[src/rtl/rc5_pkg.sv]
// Shared types and rotate helpers for the RC5 block core.
// Rotates work on the low w bits of a 32-bit container.
package rc5_pkg;

    localparam int W_DEF = 8;
    localparam int R_DEF = 2;

    typedef enum logic [2:0] {
        IDLE,
        INIT,
        RND_A,
        RND_B,
        FIN,
        OUT
    } state_t;

    function automatic logic [31:0] wmask(input int w);
        return (w >= 32) ? 32'hFFFF_FFFF : ((32'd1 << w) - 32'd1);
    endfunction

    function automatic logic [31:0] rotl_w(
        input logic [31:0] x,
        input logic [4:0]  amt,
        input int          w
    );
        logic [31:0] m;
        logic [31:0] v;
        m = wmask(w);
        v = x & m;
        if (amt == 5'd0) return v;
        return ((v << amt) | (v >> (w - int'(amt)))) & m;
    endfunction

    function automatic logic [31:0] rotr_w(
        input logic [31:0] x,
        input logic [4:0]  amt,
        input int          w
    );
        logic [31:0] m;
        logic [31:0] v;
        m = wmask(w);
        v = x & m;
        if (amt == 5'd0) return v;
        return ((v >> amt) | (v << (w - int'(amt)))) & m;
    endfunction

endpackage

[src/rtl/rc5_if.sv]
// Key-load port plus in/out valid-ready handshakes of the RC5 core.
interface rc5_if #(
    parameter int W  = 8,
    parameter int AW = 3
);
    logic            key_wr;
    logic [AW-1:0]   key_addr;
    logic [W-1:0]    key_data;
    logic            in_valid;
    logic            in_ready;
    logic            mode;
    logic [2*W-1:0]  din;
    logic            out_valid;
    logic            out_ready;
    logic [2*W-1:0]  dout;

    modport master (
        output key_wr, key_addr, key_data,
        output in_valid, mode, din, out_ready,
        input  in_ready, out_valid, dout
    );

    modport slave (
        input  key_wr, key_addr, key_data,
        input  in_valid, mode, din, out_ready,
        output in_ready, out_valid, dout
    );
endinterface

[src/rtl/rc5_key_regfile.sv]
// NK x W subkey store: writable only while idle, two async read ports.
module rc5_key_regfile #(
    parameter int W  = 8,
    parameter int NK = 6,
    parameter int AW = $clog2(NK)
) (
    input  logic          clock,
    input  logic          reset,
    input  logic          idle,
    input  logic          wr,
    input  logic [AW-1:0] waddr,
    input  logic [W-1:0]  wdata,
    input  logic [AW-1:0] raddr_e,
    input  logic [AW-1:0] raddr_o,
    output logic [W-1:0]  rdata_e,
    output logic [W-1:0]  rdata_o
);
    logic [W-1:0] s [NK];

    always_ff @(posedge clock or negedge reset) begin
        if (!reset) begin
            for (int k = 0; k < NK; k++) s[k] <= '0;
        end else if (idle && wr && (int'(waddr) < NK)) begin
            s[waddr] <= wdata;
        end
    end

    assign rdata_e = s[raddr_e];
    assign rdata_o = s[raddr_o];
endmodule

[src/rtl/rc5_core_param.sv]
// Iterative RC5 encrypt/decrypt core, one half-round per clock.
module rc5_core_param
    import rc5_pkg::*;
#(
    parameter int W = W_DEF,
    parameter int R = R_DEF
) (
    input logic  clock,
    input logic  reset,
    rc5_if.slave bus
);
    localparam int NK = 2 * R + 2;
    localparam int AW = $clog2(NK);
    localparam int CW = $clog2(R + 1);
    localparam int SW = $clog2(W);

    state_t          state;
    logic [W-1:0]    a;
    logic [W-1:0]    b;
    logic [CW-1:0]   i;
    logic            dec;
    logic            rdy;
    logic            vld;
    logic [2*W-1:0]  res;

    logic [CW-1:0]   ri;
    logic [AW-1:0]   ae;
    logic [AW-1:0]   ao;
    logic [W-1:0]    se;
    logic [W-1:0]    so;
    logic [W-1:0]    enc_a;
    logic [W-1:0]    enc_b;
    logic [W-1:0]    dec_a;
    logic [W-1:0]    dec_b;

    // INIT and FIN always touch S[0]/S[1]; rounds use S[2i]/S[2i+1]
    assign ri = (state == INIT || state == FIN) ? '0 : i;
    assign ae = AW'({ri, 1'b0});
    assign ao = AW'({ri, 1'b1});

    rc5_key_regfile #(.W(W), .NK(NK), .AW(AW)) u_keys (
        .clock   (clock),
        .reset   (reset),
        .idle    (state == IDLE),
        .wr      (bus.key_wr),
        .waddr   (bus.key_addr),
        .wdata   (bus.key_data),
        .raddr_e (ae),
        .raddr_o (ao),
        .rdata_e (se),
        .rdata_o (so)
    );

    assign enc_a = W'(rotl_w(32'(a ^ b), 5'(b[SW-1:0]), W)) + se;
    assign enc_b = W'(rotl_w(32'(b ^ a), 5'(a[SW-1:0]), W)) + so;
    assign dec_a = W'(rotr_w(32'(a - se), 5'(b[SW-1:0]), W)) ^ b;
    assign dec_b = W'(rotr_w(32'(b - so), 5'(a[SW-1:0]), W)) ^ a;

    always_ff @(posedge clock or negedge reset) begin
        if (!reset) begin
            state <= IDLE;
            a     <= '0;
            b     <= '0;
            i     <= '0;
            dec   <= 1'b0;
            rdy   <= 1'b1;
            vld   <= 1'b0;
            res   <= '0;
        end else begin
            unique case (state)
                IDLE: if (bus.in_valid) begin
                    a     <= bus.din[2*W-1:W];
                    b     <= bus.din[W-1:0];
                    dec   <= bus.mode;
                    i     <= bus.mode ? CW'(R) : CW'(1);
                    rdy   <= 1'b0;
                    state <= INIT;
                end
                INIT: if (dec) begin
                    state <= RND_B;
                end else begin
                    a     <= a + se;
                    b     <= b + so;
                    state <= RND_A;
                end
                RND_A: if (!dec) begin
                    a     <= enc_a;
                    state <= RND_B;
                end else begin
                    a <= dec_a;
                    if (i == CW'(1)) begin
                        state <= FIN;
                    end else begin
                        i     <= i - CW'(1);
                        state <= RND_B;
                    end
                end
                RND_B: if (dec) begin
                    b     <= dec_b;
                    state <= RND_A;
                end else begin
                    b <= enc_b;
                    if (i == CW'(R)) begin
                        vld   <= 1'b1;
                        res   <= {a, enc_b};
                        state <= OUT;
                    end else begin
                        i     <= i + CW'(1);
                        state <= RND_A;
                    end
                end
                FIN: begin
                    a     <= a - se;
                    b     <= b - so;
                    vld   <= 1'b1;
                    res   <= {a - se, b - so};
                    state <= OUT;
                end
                OUT: if (bus.out_ready) begin
                    vld   <= 1'b0;
                    rdy   <= 1'b1;
                    state <= IDLE;
                end
                default: state <= IDLE;
            endcase
        end
    end

    assign bus.in_ready  = rdy;
    assign bus.out_valid = vld;
    assign bus.dout      = res;
endmodule

[src/flat_wrapper.sv]
// flat-port wrapper written by rule: the top's interface ports become plain ports
module rc5_core_param_flat import rc5_pkg::*;
#(
    parameter int W = W_DEF,
    parameter int R = R_DEF
)
  (clock, reset, bus_key_wr, bus_key_addr, bus_key_data, bus_in_valid, bus_mode, bus_din, bus_out_ready, bus_in_ready, bus_out_valid, bus_dout);
  rc5_if #(.W(W)) bus_i ();
  input logic clock;
  input logic reset;
  input wire logic [$bits(bus_i.key_wr)-1:0] bus_key_wr;
  input wire logic [$bits(bus_i.key_addr)-1:0] bus_key_addr;
  input wire logic [$bits(bus_i.key_data)-1:0] bus_key_data;
  input wire logic [$bits(bus_i.in_valid)-1:0] bus_in_valid;
  input wire logic [$bits(bus_i.mode)-1:0] bus_mode;
  input wire logic [$bits(bus_i.din)-1:0] bus_din;
  input wire logic [$bits(bus_i.out_ready)-1:0] bus_out_ready;
  output wire logic [$bits(bus_i.in_ready)-1:0] bus_in_ready;
  output wire logic [$bits(bus_i.out_valid)-1:0] bus_out_valid;
  output wire logic [$bits(bus_i.dout)-1:0] bus_dout;
  assign bus_i.key_wr = bus_key_wr;
  assign bus_i.key_addr = bus_key_addr;
  assign bus_i.key_data = bus_key_data;
  assign bus_i.in_valid = bus_in_valid;
  assign bus_i.mode = bus_mode;
  assign bus_i.din = bus_din;
  assign bus_i.out_ready = bus_out_ready;
  assign bus_in_ready = bus_i.in_ready;
  assign bus_out_valid = bus_i.out_valid;
  assign bus_dout = bus_i.dout;
  rc5_core_param #(.W(W), .R(R)) u_core (.clock(clock), .reset(reset), .bus(bus_i));
endmodule
[config.mk]
export PLATFORM = sky130hd
export DESIGN_NAME = rc5_core_param_flat
export DESIGN_NICKNAME = d
export VERILOG_FILES = /design/src/rtl/rc5_pkg.sv /design/src/rtl/rc5_if.sv /design/src/rtl/rc5_key_regfile.sv /design/src/rtl/rc5_core_param.sv /design/src/flat_wrapper.sv
export SDC_FILE = /design/constraint.sdc
export NUM_CORES = 1
export LEC_CHECK = 0
export BUFFER_PORTS_ARGS = -buffer_cell sky130_fd_sc_hd__buf_2
export CORE_MARGIN = 2
export CORE_UTILIZATION = 31
export DETAILED_ROUTE_END_ITERATION = 10
export GPL_ROUTABILITY_DRIVEN = 0
export PLACE_DENSITY_LB_ADDON = 0.15
export RECOVER_POWER = 25
export SLEW_MARGIN = 15
export SYNTH_ARGS = -nofsm -noshare
export SYNTH_HDL_FRONTEND = slang
export SYNTH_SLANG_ARGS = --single-unit
[constraint.sdc]
create_clock -name clock -period 5.6 [get_ports clock]
set_clock_uncertainty 0.15 [all_clocks]
set_input_delay 0.28 -clock clock [delete_from_list [all_inputs] [get_ports clock]]
set_output_delay 0.28 -clock clock [all_outputs]
set_load 0.1 [all_outputs]
==> impl_metrics.env, run 1 <==
export IMPL_rsz0062_at_grt="false"
export IMPL_drtIter0Drc=1103
export IMPL_crit_path_start="u_core.state[2]$_DFFE_PN0P_"
export IMPL_setup_viol=0
export IMPL_rows=63
export IMPL_synthesis_nets=1261
export IMPL_slowest_stage="dfrtp_1"
export IMPL_tns_ps=0
export IMPL_yosysSeqAreaShare_pct=23.4
export IMPL_groute_usage_overall_pct=23.4
export IMPL_regArea_um2=2200
export IMPL_cp_buffers_inverters=0
export IMPL_timing_final_hold_violations=0
export IMPL_hp_start="bus_out_ready"
export IMPL_via_per_inst=5.92
export IMPL_cts_path_max_buffers=2
export IMPL_drive_gt1_share_pct=16.0
export IMPL_worst_slack_ps=642
export IMPL_n_fill_cell=3153
export IMPL_clk_latency_ps=380
export IMPL_overflow=0
export IMPL_synthAdderAreaFrac_pct=8.17
export IMPL_cts_resized_gates=0
export IMPL_worst_pin_slew_ps=1800
export IMPL_wirelength_mm=37.1
export IMPL_start_util_pct=31.7
export IMPL_critPathMaxStageDelay_ps=550
export IMPL_r2r_end="u_core.a[1]$_DFFE_PN0P_"
export IMPL_multi_input_area_um2=6680
export IMPL_grt_pass1_vias=8865
export IMPL_dr_pass1_iters=6
export IMPL_avgRoutedWirePerCell_um=23.4
export IMPL_fmax_mhz=202
export IMPL_path_cells="xor2_4 -> nand2_2 -> and3_1 -> a21oi_1 -> o21ai_0 -> ha_1 -> fa_1 -> o21bai_1 -> a21oi_1 -> mux2_2 -> or2_1 -> mux2i_1 -> mux4_2 -> o31ai_1 -> xnor2_1 -> o21ai_1"
export IMPL_drv_slew=91
export IMPL_nets=1282
export IMPL_postCtsSetupRepairBufs=0
export IMPL_synth_area_um2=9440
export IMPL_final_common_cell="nand2_1"
export IMPL_period_needed_ps=4960
export IMPL_ctsRootBufferMaster="clkbuf_16"
export IMPL_final_antenna_net_count=0
export IMPL_numCtsBuffers=9
export IMPL_maxCapViolCount=2
export IMPL_io_buffers=50
export IMPL_dp_slack_ps=679
export IMPL_die_area_um2=31800
export IMPL_cts_max_level=3
export IMPL_cp_top_family="compound AO/OA/AOI/OAI gates"
export IMPL_synth_warnings=0
export IMPL_synth_edf_count=0
export IMPL_r2r_slack_ps=640
export IMPL_core_area_um2=29800
export IMPL_io_pins=51
export IMPL_hp_class="in -> reg"
export IMPL_route_detailed_drc=0
export IMPL_grt_max_degree=66
export IMPL_utilization_pct=35.2
export IMPL_crit_path_frequent_cell="a21oi_1"
export IMPL_min_to="u_core.bus.in_ready$_DFFE_PN1P_"
export IMPL_slew_headroom_pct=-19.8
export IMPL_end_kind="flop"
export IMPL_path_class="reg -> reg"
export IMPL_post_dp_hpwl_mm=27.5
export IMPL_ys_async_sr_fraction_pct=100
export IMPL_syn_avg_cell_area_um2=8.06
export IMPL_vias=9394
export IMPL_die_w_um=178
export IMPL_outcome="finished with violations"
export IMPL_cp_max_fo=16
export IMPL_synth_xor_area_share_pct=6.27
export IMPL_antenna_found_initial=1
export IMPL_syn_to_final_growth_pct=11.0
export IMPL_rr_worst_depth=16
export IMPL_synth_simple_area_share_pct=17.4
export IMPL_ys_seq_elements=88
export IMPL_cts_sinks=88
export IMPL_die_height_um=178
export IMPL_muxShareOfSynthArea_pct=10.2
export IMPL_syn_inst=1170
export IMPL_hold_path_depth=3
export IMPL_synth_top_family_by_area="compound AO/OA/AOI/OAI gates"
export IMPL_start_kind="flop"
export IMPL_clk_pin_slew_ps=90
export IMPL_hold_ws_ps=46.4
export IMPL_grt_pass1_wl_mm=56.2
export IMPL_cts_tree="done"
export IMPL_ys_types=94
export IMPL_r2r_start="u_core.state[2]$_DFFE_PN0P_"
export IMPL_post_route_period_util_pct=88.5
export IMPL_worstPathArrival_ps=5070
export IMPL_violations="max-capacitance violations, max-slew violations"
export IMPL_ys_flop_type="dfrtp_1"
export IMPL_layout_common_cells="nand2_1 (122), a21oi_1 (112), nor2_1 (111)"
export IMPL_required_ps=5710
export IMPL_synth_compound_area_share_pct=28.7
cells by family after synthesis:
group	count (synthesis)
compound gates	392
simple gates	357
buf+inv	139
flops	88
mux	77
xor+xnor	59
fa+ha+maj	58
final cells by class:
class                   instances  area share, %
flip-flops and latches         88           21.0
inverters                      46           1.65
clock inverters                 6          0.705
diodes                          1         0.0239
multi-input cells             943           63.7
clock buffers                  10           2.28
well taps                     390           4.66
repair buffers                103           5.92
how the worst max path moves through the flow:
stage	to	cells after the start
floorplan	u_core.bus.dout[6]$_DFFE_PN0P_	25
global placement	u_core.a[1]$_DFFE_PN0P_	16
detailed placement	u_core.a[1]$_DFFE_PN0P_	16
CTS	u_core.a[1]$_DFFE_PN0P_	16
global route	u_core.a[1]$_DFFE_PN0P_	16
finish	u_core.a[1]$_DFFE_PN0P_	16
layer usage:
metal,vias up,global-route usage (%),share of wire [%]
li1,4367,-,-
met1,4569,32.5,45
met2,395,37.3,46
met3,63,3.35,6.1
met4,0,7.69,3.2
met5,-,0,0
tightest hold or removal path: cells and delay by family:
kind            cells  cell delay (ps)
simple gates        1               50
compound gates      1              110
buf+inv             1              120
state kept, by name, indices dropped and copies added (netlist names):
name                  count
u_core.a                  8
u_core.b                  8
u_core.bus.dout          16
u_core.bus.in_ready       1
u_core.bus.out_valid      1
u_core.dec                1
u_core.i                  2
u_core.state              3
u_core.u_keys.s          48
synth_stat cells, drive strengths merged, types with 12 or more instances:
cell    number  share of area [%]
a211oi      18                1.5
a21oi      113                6.0
a221o       19                2.0
a31oi       16                1.1
and3        14               0.93
buf         17                1.0
clkbuf      76                3.0
dfrtp       87                 23
ha          52                6.9
inv         44                1.8
mux2        52                6.2
mux2i       15                1.6
nand2      123                4.9
nand3       27                1.4
nor2       112                4.5
nor2b       14               0.95
nor3        20                1.2
o211ai      19                1.5
o21ai       63                3.4
o21bai      12               0.95
o22ai       18                1.2
o31ai       15                1.3
xnor2       39                3.9
xor2        18                1.9
through the flow:
stage                     instances  area, um2
after floorplan                1170       9440
after global placement         1569      10200
after detailed placement       1569      10200
after CTS                      1586      10500
after global routing           1586      10500
final                          1587      10500
timing repair:
action / CTS / global route
setup endpoints to repair: 0 / 0
hold buffers: 1 / 0
hold endpoints to repair: 23 / 0
Power of run 1 is left out: the tool's default activity adds up to more than one toggle a clock period on the data nets, which glitch-free logic cannot reach.
==> inputs of run 2 (changes only) <==
--- a/config.mk
+++ b/config.mk
@@ -8,6 +8,7 @@
 export BUFFER_PORTS_ARGS = -buffer_cell sky130_fd_sc_hd__buf_2
 export CORE_MARGIN = 2
 export CORE_UTILIZATION = 31
+export CTS_BUF_LIST = sky130_fd_sc_hd__clkbuf_16
 export DETAILED_ROUTE_END_ITERATION = 10
 export GPL_ROUTABILITY_DRIVEN = 0
 export PLACE_DENSITY_LB_ADDON = 0.15
==> run 2 against run 1 <==
Against the previous run:
- the run still ends with max-capacitance violations, max-slew violations left
- global-route usage about the same
- critical path depth stayed put
- core utilization about the same
- maximum frequency shrank 0.88%
- flip-flop and latch count unchanged
- first-iteration DRC count is 3.4% lower
- largest cell class unchanged
- highest routed layer unchanged
==> impl_metrics.env, run 2 (synthesis results as in run 1) <==
export IMPL_avgRoutedWirePerCell_um=23.4
export IMPL_drive_gt1_share_pct=15.9
export IMPL_cp_buffers_inverters=0
export IMPL_final_cells=1587
export IMPL_drv_slew=91
export IMPL_n_fill_cell=3152
export IMPL_grt_pass1_wl_mm=56.2
export IMPL_dp_cells=1569
export IMPL_postCtsSetupRepairBufs=0
export IMPL_ctsRootBufferMaster="clkbuf_16"
export IMPL_nets=1282
export IMPL_slew_headroom_pct=-18.9
export IMPL_cp_depth=16
export IMPL_syn_to_final_growth_pct=10.9
export IMPL_cts_sinks=88
export IMPL_violations="max-capacitance violations, max-slew violations"
export IMPL_post_route_period_util_pct=89.3
export IMPL_cts_path_max_buffers=2
export IMPL_crit_path_frequent_cell="a21oi_1"
export IMPL_top_register="u_core.u_keys.s"
export IMPL_dr_pass1_iters=5
export IMPL_crit_path_start="u_core.state[2]$_DFFE_PN0P_"
export IMPL_die_area_um2=31800
export IMPL_timing_final_hold_violations=0
export IMPL_numCtsBuffers=9
export IMPL_cp_top_family="compound AO/OA/AOI/OAI gates"
export IMPL_largest_reg_flops=48
export IMPL_r2r_start="u_core.state[2]$_DFFE_PN0P_"
export IMPL_io_buffers=50
export IMPL_cp_max_fo=16
export IMPL_final_antenna_net_count=0
export IMPL_path_class="reg -> reg"
export IMPL_groute_usage_overall_pct=23.5
export IMPL_hold_path_depth=3
export IMPL_post_dp_hpwl_mm=27.5
export IMPL_die_height_um=178
export IMPL_tns_ps=0
export IMPL_wirelength_mm=37.2
export IMPL_drtIter0Drc=1065
export IMPL_maxCapViolCount=2
export IMPL_start_kind="flop"
export IMPL_antenna_found_initial=1
export IMPL_clk_latency_ps=380
export IMPL_crit_end="u_core.a[1]$_DFFE_PN0P_"
export IMPL_outcome="finished with violations"
export IMPL_fmax_mhz=200
export IMPL_clk_pin_slew_ps=90
export IMPL_r2r_slack_ps=600
export IMPL_io_pins=51
export IMPL_path_cells="xor2_4 -> nand2_2 -> and3_1 -> a21oi_1 -> o21ai_0 -> ha_1 -> fa_1 -> o21bai_1 -> a21oi_1 -> mux2_2 -> or2_1 -> mux2i_1 -> mux4_2 -> o31ai_1 -> xnor2_1 -> o21ai_1"
export IMPL_utilization_pct=35.1
export IMPL_core_area_um2=29800
export IMPL_vias=9445
export IMPL_rr_worst_depth=16
export IMPL_rows=63
export IMPL_worstPathArrival_ps=5100
export IMPL_cts_tree="done"
export IMPL_worst_pin_slew_ps=1780
export IMPL_cts_max_level=3
export IMPL_period_needed_ps=5000
export IMPL_hp_class="in -> reg"
export IMPL_end_kind="flop"
export IMPL_slowest_stage="dfrtp_1"
export IMPL_rsz0062_at_grt="false"
export IMPL_critPathMaxStageDelay_ps=550
export IMPL_via_per_inst=5.95
export IMPL_start_util_pct=31.7
export IMPL_setup_viol=0
export IMPL_multi_input_area_um2=6680
export IMPL_route_detailed_drc=0
export IMPL_grt_max_degree=66
export IMPL_r2r_end="u_core.a[1]$_DFFE_PN0P_"
export IMPL_layout_common_cells="nand2_1 (122), a21oi_1 (112), nor2_1 (111)"
export IMPL_cts_resized_gates=0
export IMPL_overflow=0
export IMPL_final_common_cell="nand2_1"
export IMPL_required_ps=5700
export IMPL_die_w_um=178
export IMPL_grt_pass1_vias=8864
export IMPL_regArea_um2=2200
[run 2: final cells by class]
cell class	instances	area share, %
clock buffers	9	2.15
well taps	390	4.66
inverters	46	1.65
diodes	1	0.0239
multi-input cells	943	63.8
repair buffers	103	5.93
flip-flops and latches	88	21.0
clock inverters	7	0.741
[run 2: worst min-delay path, stage by stage]
cell and delay, ps:
buf_2 120, a21oi_1 110, nor2_1 50
[run 2: layer usage]
metal  share of wire, %  track usage, %  wire length [um]  up-vias
li1                   -               -                 -     4364
met1                 45            32.5             16600     4596
met2                 46            37.4             17100      413
met3                6.0            3.35              2250       72
met4                3.1            7.69              1160        0
met5                  0               0                 0        -
[run 2: worst min path at each step]
stage             startpoint  slack [ps]                         endpoint
3_3_place_gp           reset          70  u_core.u_keys.s[44]$_DFFE_PN0P_
5_1_grt        bus_out_ready          70  u_core.bus.in_ready$_DFFE_PN1P_
4_1_cts        bus_out_ready          40  u_core.bus.in_ready$_DFFE_PN1P_
2_1_floorplan          reset        -170          u_core.a[0]$_DFFE_PN0P_
6_report       bus_out_ready          40  u_core.bus.in_ready$_DFFE_PN1P_
3_5_place_dp           reset          70  u_core.u_keys.s[44]$_DFFE_PN0P_
[run 2: stage by stage]
step                hold WS [ps]  setup WS (ps)  cell area [um2]
finish                      44.2            598            10500
global placement            73.2            721            10200
detailed placement          74.4            679            10200
global route                73.5            384            10500
CTS                         35.6            671            10500
floorplan                   -166           25.7             9440
[run 2: what timing repair did]
item | 4_1_cts | 5_1_grt
hold buffers | 1 | 0
endpoints found under the setup margin | 0 | 0
hold endpoints to repair | 23 | 0
Power of run 2 is left out for the same reason.
==> inputs of run 3 (changes only) <==
--- a/config.mk
+++ b/config.mk
@@ -16,4 +16,5 @@
 export SLEW_MARGIN = 15
 export SYNTH_ARGS = -nofsm -noshare
 export SYNTH_HDL_FRONTEND = slang
+export SYNTH_HIERARCHICAL = 1
 export SYNTH_SLANG_ARGS = --single-unit
==> run 3 against run 2 <==
Against the previous run:
- the run still ends with max-capacitance violations, max-slew violations left
- critical path depth rose by 2
- via count rose by 3.3%
- count of clock-buffer cells in the layout did not move
- maximum frequency fell by 0.84%
- non-clock buffer count fell by 2
- global-route usage fell by 0.68 points
- sequential share of layout area fell by 0.94 points
- area after synthesis rose by 5.0%
- first-iteration DRC count fell by 0.19%
- flip-flop and latch count did not move
- synthesized cell count rose by 4.2%
- hold slack improved by 5.5 ps
- critical endpoint is now u_core/a[1]$_DFFE_PN0P_
==> impl_metrics.env, run 3 <==
export IMPL_synth_warnings=6
export IMPL_io_pins=51
export IMPL_cts_sinks=88
export IMPL_setup_viol=0
export IMPL_overflow=0
export IMPL_antenna_found_initial=3
export IMPL_start_util_pct=31.4
export IMPL_path_cells="nand2b_1 -> nor2_1 -> nor3_2 -> buf_12 -> nand2b_1 -> o32a_1 -> o21ai_0 -> ha_1 -> inv_1 -> fa_1 -> a211oi_2 -> nor2_1 -> or2_1 -> mux4_2 -> o32a_1 -> o211ai_2 -> mux2_1 -> o21ai_1"
export IMPL_postCtsSetupRepairBufs=0
export IMPL_io_buffers=50
export IMPL_layout_common_cells="o21ai_0 (114), nor2_1 (101), nand2_1 (100)"
export IMPL_cp_top_family="simple AND/OR/NAND/NOR gates"
export IMPL_top_register="u_core/u_keys/s"
export IMPL_maxCapViolCount=1
export IMPL_die_w_um=183
export IMPL_synth_edf_count=0
export IMPL_ys_types=89
export IMPL_yosysSeqAreaShare_pct=22.2
export IMPL_ctsRootBufferMaster="clkbuf_16"
export IMPL_die_height_um=183
export IMPL_groute_usage_overall_pct=22.8
export IMPL_via_per_inst=5.92
export IMPL_timing_final_hold_violations=0
export IMPL_synth_most_common_cell="o21ai_0"
export IMPL_dr_pass1_iters=7
export IMPL_numCtsBuffers=9
export IMPL_path_class="reg -> reg"
export IMPL_grt_max_degree=46
export IMPL_post_route_period_util_pct=90.1
export IMPL_largest_reg_flops=48
export IMPL_r2r_slack_ps=560
export IMPL_end_kind="flop"
export IMPL_drive_gt1_share_pct=16.5
export IMPL_outcome="finished with violations"
export IMPL_regArea_um2=2200
export IMPL_ys_flop_type="dfrtp_1"
export IMPL_drtIter0Drc=1063
export IMPL_violations="max-capacitance violations, max-slew violations"
export IMPL_post_dp_hpwl_mm=29.5
export IMPL_clk_pin_slew_ps=80
export IMPL_drv_slew=46
export IMPL_worst_pin_slew_ps=2450
export IMPL_rows=65
export IMPL_cp_buffers_inverters=2
export IMPL_hp_class="in -> reg"
export IMPL_die_area_um2=33400
export IMPL_multi_input_area_um2=7100
export IMPL_nets=1332
export IMPL_grt_pass1_wl_mm=58.4
export IMPL_cts_resized_gates=0
export IMPL_synthesis_nets=1311
export IMPL_grt_pass1_vias=9259
export IMPL_ys_seq_elements=88
export IMPL_utilization_pct=34.7
export IMPL_avgRoutedWirePerCell_um=23.1
export IMPL_cts_tree="done"
export IMPL_start_kind="flop"
export IMPL_syn_avg_cell_area_um2=8.13
export IMPL_final_common_cell="o21ai_0"
export IMPL_slowest_stage="fa_1"
export IMPL_clk_latency_ps=360
export IMPL_cts_path_max_buffers=2
export IMPL_tns_ps=0
export IMPL_n_fill_cell=3363
export IMPL_critPathMaxStageDelay_ps=510
export IMPL_synthTopCellsByArea="dfrtp_1 (22%), ha_1 (6.7%), mux2i_1 (6.0%)"
export IMPL_final_antenna_net_count=0
export IMPL_required_ps=5730
export IMPL_synth_area_um2=9910
export IMPL_rsz0062_at_grt="false"
export IMPL_period_needed_ps=5040
export IMPL_synth_top_cell_area_share_pct=22.0
export IMPL_netlist_top_cell_by_area="dfrtp_1"
export IMPL_cts_max_level=3
export IMPL_synthTopCellsByCount="o21ai_0 (114), nor2_1 (101), nand2_1 (100)"
export IMPL_worstPathArrival_ps=5170
export IMPL_wirelength_mm=38.0
export IMPL_fmax_mhz=198
export IMPL_syn_to_final_growth_pct=10.6
export IMPL_vias=9754
export IMPL_cp_max_fo=24
export IMPL_syn_inst=1219
export IMPL_route_detailed_drc=0
export IMPL_slew_headroom_pct=-63.6
export IMPL_ys_async_sr_fraction_pct=100
export IMPL_core_area_um2=31600
-- run 3: cell count changes after synthesis, moves of 14 or more --
| cell | previous run | this run |
|---|---|---|
| clkbuf_1 | 75 | 48 |
| nand2_1 | 122 | 100 |
| a221o_1 | 19 | 0 |
| o32a_1 | 5 | 19 |
| mux2i_1 | 15 | 59 |
| o21ai_0 | 58 | 114 |
| a21oi_1 | 112 | 88 |
-- run 3: timing repair --
item	in CTS	in global routing
endpoints found under the hold margin	44	0
setup endpoints to repair	0	0
hold buffers	1	0
-- run 3: final cells by class --
class                      instances  area share [%]
multi-input combinational        985            64.8
tap                              402            4.59
antenna                            2          0.0457
clock inverter                     7           0.628
timing repair buffer             101            5.86
sequential                        88            20.1
clock buffer                       9            2.06
inverter                          55            1.88
-- run 3: cell families (layout without fill, tap and decap cells) --
logic type               Yosys count  after routing  synth area share [%]
AO/OA/AOI/OAI                    422            422                  28.3
AND/OR/NAND/NOR                  326            326                  15.2
buffers and inverters            146            172                  6.22
multiplexers                     126            126                  15.6
flip-flops                        88             88                  22.2
adder cells (fa/ha/maj)           59             59                  7.90
XOR/XNOR                          50             50                  4.49
other                              2              4                0.0758
-- run 3: final timing paths --
check                                                 from                               to  depth (start not counted)
max reg2reg                    u_core/state[0]$_DFFE_PN0P_          u_core/a[1]$_DFFE_PN0P_                         18
min reg2reg                u_core/bus.dout[10]$_DFFE_PN0P_  u_core/bus.dout[10]$_DFFE_PN0P_                          2
max                            u_core/state[0]$_DFFE_PN0P_          u_core/a[1]$_DFFE_PN0P_                         18
min in group asynchronous                            reset  u_core/u_keys/s[20]$_DFFE_PN0P_                          2
max in group asynchronous                            reset          u_core/b[6]$_DFFE_PN0P_                          3
min                                               bus_mode           u_core/dec$_DFFE_PN0P_                          2
-- run 3: through the flow --
step / setup slack [ps] / instances / hold WS (ps) / area, um2
floorplan: 709 / 1219 / -166 / 9910
global placement: 687 / 1630 / 173 / 10700
detailed placement: 598 / 1630 / 174 / 10700
CTS: 557 / 1647 / 43.3 / 11000
global route: 242 / 1647 / 63.2 / 11000
finish: 556 / 1649 / 49.7 / 11000
-- run 3: routing by layer --
| metal | part of all wire, % | global-route usage (%) | up-vias |
|---|---|---|---|
| li1 | - | - | 4583 |
| met5 | 0 | 0 | - |
| met3 | 5.3 | 2.48 | 37 |
| met2 | 47 | 37.3 | 335 |
| met1 | 46 | 32.3 | 4799 |
| met4 | 1.9 | 5.18 | 0 |
Power of run 3 is left out for the same reason.
